## src/rtl/clock_and_set.sv

```systemverilog
// BCD hour/minute/second timekeeper with a prescaled one-second tick and edge-strobed field adjust.
// Define CLOCK_AND_SET_HOLD_EN to freeze timekeeping (tick and prescaler) while an adjust mode is selected.
module clock_and_set #(
    parameter int TICK_DIV = 1
) (
    input  logic       clk,
    input  logic       cr,
    input  logic [1:0] clock_set_select,
    input  logic       set_confirm,
    output logic [7:0] hour,
    output logic [7:0] minute,
    output logic [7:0] second
);

    localparam int CW = (TICK_DIV > 1) ? $clog2(TICK_DIV) : 1;
    localparam logic [CW-1:0] LAST = CW'(TICK_DIV - 1);

    logic [CW-1:0] presc;
    logic          set_q;
    logic          run_mode;
    logic          count_en;
    logic          tick;
    logic          set_edge;
    logic          adjust;

    assign run_mode = (clock_set_select == 2'b00);
`ifdef CLOCK_AND_SET_HOLD_EN
    assign count_en = run_mode;
`else
    assign count_en = 1'b1;
`endif
    assign tick     = count_en && (presc == LAST);
    assign set_edge = set_confirm && !set_q;
    // Set edges only matter in an adjust mode; in run mode they neither adjust nor steal a tick.
    assign adjust   = set_edge && !run_mode;

    function automatic logic [7:0] inc_mod60(input logic [7:0] v);
        logic [7:0] r;
        if (v[3:0] == 4'd9) begin
            if (v[7:4] == 4'd5) r = 8'h00;
            else                r = {v[7:4] + 4'd1, 4'd0};
        end else begin
            r = {v[7:4], v[3:0] + 4'd1};
        end
        return r;
    endfunction

    function automatic logic [7:0] inc_mod24(input logic [7:0] v);
        logic [7:0] r;
        if (v == 8'h23)            r = 8'h00;
        else if (v[3:0] == 4'd9)   r = {v[7:4] + 4'd1, 4'd0};
        else                       r = {v[7:4], v[3:0] + 4'd1};
        return r;
    endfunction

    always_ff @(posedge clk) begin
        // Loaded even in reset so a level held through reset does not look like an edge.
        set_q <= set_confirm;
        if (cr) begin
            presc  <= '0;
            hour   <= 8'h00;
            minute <= 8'h00;
            second <= 8'h00;
        end else begin
            if (count_en) begin
                if (presc == LAST) presc <= '0;
                else               presc <= presc + 1'b1;
            end
            // An adjust increment wins over a coincident tick; that tick is dropped entirely.
            if (adjust) begin
                case (clock_set_select)
                    2'b01:   second <= inc_mod60(second);
                    2'b10:   minute <= inc_mod60(minute);
                    2'b11:   hour   <= inc_mod24(hour);
                    default: ;
                endcase
            end else if (tick) begin
                second <= inc_mod60(second);
                if (second == 8'h59) begin
                    minute <= inc_mod60(minute);
                    if (minute == 8'h59) hour <= inc_mod24(hour);
                end
            end
        end
    end

endmodule

```

## config.mk

```make
export PLATFORM = sky130hd
export DESIGN_NAME = clock_and_set
export DESIGN_NICKNAME = d
export VERILOG_FILES = /design/src/rtl/clock_and_set.sv
export SDC_FILE = /design/constraint.sdc
export NUM_CORES = 1
export LEC_CHECK = 0
export ABC_CLOCK_PERIOD_IN_PS = 3600
export CORE_MARGIN = 1.5
export CORE_UTILIZATION = 30
export DETAILED_ROUTE_END_ITERATION = 16
export PLACE_DENSITY = 0.62
export RECOVER_POWER = 25
export SLEW_MARGIN = 20
export SYNTH_ARGS = -nofsm -noshare
export SYNTH_HDL_FRONTEND = slang
export SYNTH_SLANG_ARGS = --single-unit
```

## constraint.sdc

```tcl
create_clock -name clk -period 3.6 [get_ports clk]
set_clock_uncertainty 0.2 [all_clocks]
set_input_delay 0.72 -clock clk [delete_from_list [all_inputs] [get_ports clk]]
set_output_delay 0.72 -clock clk [all_outputs]
set_load 0.02 [all_outputs]
```

==> results.yml <==
status:
  status: "finished, final reports clean"
setup_path:
  arrival_ns: 2.67
  setup.worst_path.end_class: "register"
  critical_path_class: "primary input to register"
  crit_fanout: 8
  crit_required_ns: 3.58
  cp-start-kind: "primary input"
global_routing:
  grt_usage: 0.1127
  antenna_found_initial: 0
  grt_max_degree: 20
  grt_pass1_wl_um: 4498
  grt_pass1_vias: 971
  grt_overflow: 0
drt:
  dr.pass1.iters: 3
  drc: 0
  ant_nets: 0
  vias: 1140
  first_iter_violations: 44
  vias_per_cell: 4.914
  wirelength_um: 2755
  wl_per_cell_um: 11.88
power_and_ir_drop:
  p_total_uw: 527.5
  p_per_area_nw_per_um2: 305.3
  p_leak_nw: 0.6001
  peakVddDrop_mv: 0.1332
yosys:
  syn_nets: 159
  synth.area.top_cells: "dfxtp_1 (39%), nor2_1 (5.6%), mux2i_1 (5.2%)"
  synth-seq-cells: 26
  synth_flop_cell: "dfxtp_1"
  ys_warn_count: 0
  netlist_area_sq_um: 1346
  synthCells: 150
  synth_seq_area_share: 0.3866
  synth_top_area_frac: 0.3866
  yosysTopAreaCell: "dfxtp_1"
  syn_area_per_cell_sq_um: 8.975
  synthArstFlopShare: 0
  synth_edf_count: 0
  synth_cell_types: 41
cts:
  cts_buffers: 3
  cts_hold_buf: 0
  postCtsSetupBuffers: 0
  clock_sinks: 26
  h-tree-depth: 1
  cts_max_path_buffers: 2
  clkLatencyLatePin_ns: 0.27
  clk_pin_slew_ns: 0.09
  clock-root-buffer: "clkbuf_8"
  ctsResizeCount: 0
  cts_tree: "built"
sta:
  slew_headroom: 0.5409
  slew_viol_final: 0
  max_freq_mhz: 371.9
  finalSetupViolations: 0
  period_share: 0.7470
  min_period_ns: 2.689
  worst_pin_slew_ns: 0.6864
  tns_ns: 0
  hold_viol_final: 0
  rsz0062_at_grt: "no"
cells_and_area:
  antennaDiodeCount: 0
  utilization: 0.3996
  final_nets: 190
  fin_cells: 232
  multi_input_area_sq_um: 769.5
  n_fill_cell: 439
  area_growth_pct: 28.35
  drive_gt1_frac: 0.07778
  fin_area_sq_um: 1728
  seqCellArea_sq_um: 520.5
place:
  gp_congestion: 0.8450
  dp_hpwl_um: 1978
  place_inst: 228
  portBuffers: 28
  placement.cell_area_sq_um: 1674
floorplan:
  pin_count: 29
  die_y_um: 69.99
  coreArea_sq_um: 4324
  num_rows: 24
  die_area_sq_um: 4899
  initial_core_util: 0.3113
  die_w_um: 69.99
hold_path:
  hp-class: "register to register"
run:
  cap_violations: 0
critical path: stages:
cell and delay [ns]:
dlygate4sd3_1 0.58, nand3b_1 0.27, a211oi_1 0.53, and2_1 0.25, a21oi_1 0.08, a311oi_1 0.23
registers in the layout, summed over array words and instances (netlist names):
signal  count
hour        8
minute      8
second      8
presc       1
set_q       1
layout make-up:
type	instances	area share
inverters	8	0.01738
clock buffers	4	0.03186
multi-input cells	113	0.4453
repair buffers	29	0.1665
well taps	52	0.03765
flip-flops and latches	26	0.3012
logic make-up after synthesis:
logic type,count (synthesis),synth area share
DFF,26,0.3866
and+or+nand+nor,63,0.2686
xor gates and xnor gates,8,0.05205
adders and majority gates,4,0.03718
buffers and inverters,11,0.04089
other,1,0.002785
muxes,7,0.05205
AOI/OAI and AO/OA,30,0.1599
cell usage in the layout (no fill, tap or decap), types with 4 or more instances in the layout:
cell type / Yosys / routed
dfxtp_1: 26 / 26
inv_1: 8 / 8
nand4_1: 4 / 4
clkdlybuf4s50_1: 0 / 24
ha_1: 4 / 4
xnor2_1: 5 / 5
nand3_1: 6 / 6
a21oi_1: 10 / 10
nor2_1: 20 / 20
clkbuf_8: 1 / 4
mux2i_1: 7 / 7
dlygate4sd3_1: 0 / 4
nand2_1: 6 / 6
per-stage QoR:
step / hold slack [ns] / setup slack (ns)
2_1_floorplan: 0.3673 / 1.454
3_3_place_gp: 0.2928 / 0.8316
3_5_place_dp: 0.3094 / 0.7248
4_1_cts: 0.3241 / 1.022
5_1_grt: 0.3720 / 0.8015
6_report: 0.3144 / 0.9110
cells in the mapped netlist, drive strengths merged (4+ instances only):
master	instances
dfxtp	26
nand3	6
a21oi	10
and3	4
mux2i	7
xnor2	5
ha	4
nand4	4
nand2	6
inv	8
nor2	20
report_power, final:
group	total [mW]	switching (mW)	internal, mW
logic	0.0380	0.0198	0.0182
registers	0.300	0.00762	0.292
clock network	0.190	0.0919	0.0978
total	0.527	0.119	0.408
metal layers:
layer	vias to the layer above	track usage	part of all wire
li1	600	-	-
met1	518	0.1649	0.53
met2	18	0.1608	0.41
met3	4	0.02742	0.040
met4	0	0.03846	0.013
met5	-	0	0
worst paths after layout:
check | start | end | slack, ns | cells past startpoint
min | hour[7] | hour[7] | 0.31 | 2
max | set_confirm | second[6] | 0.91 | 6
max reg2reg | second[0] | hour[7] | 1.53 | 5
min reg2reg | hour[7] | hour[7] | 0.31 | 2
No activity file was read; power rests on OpenSTA's default activity.
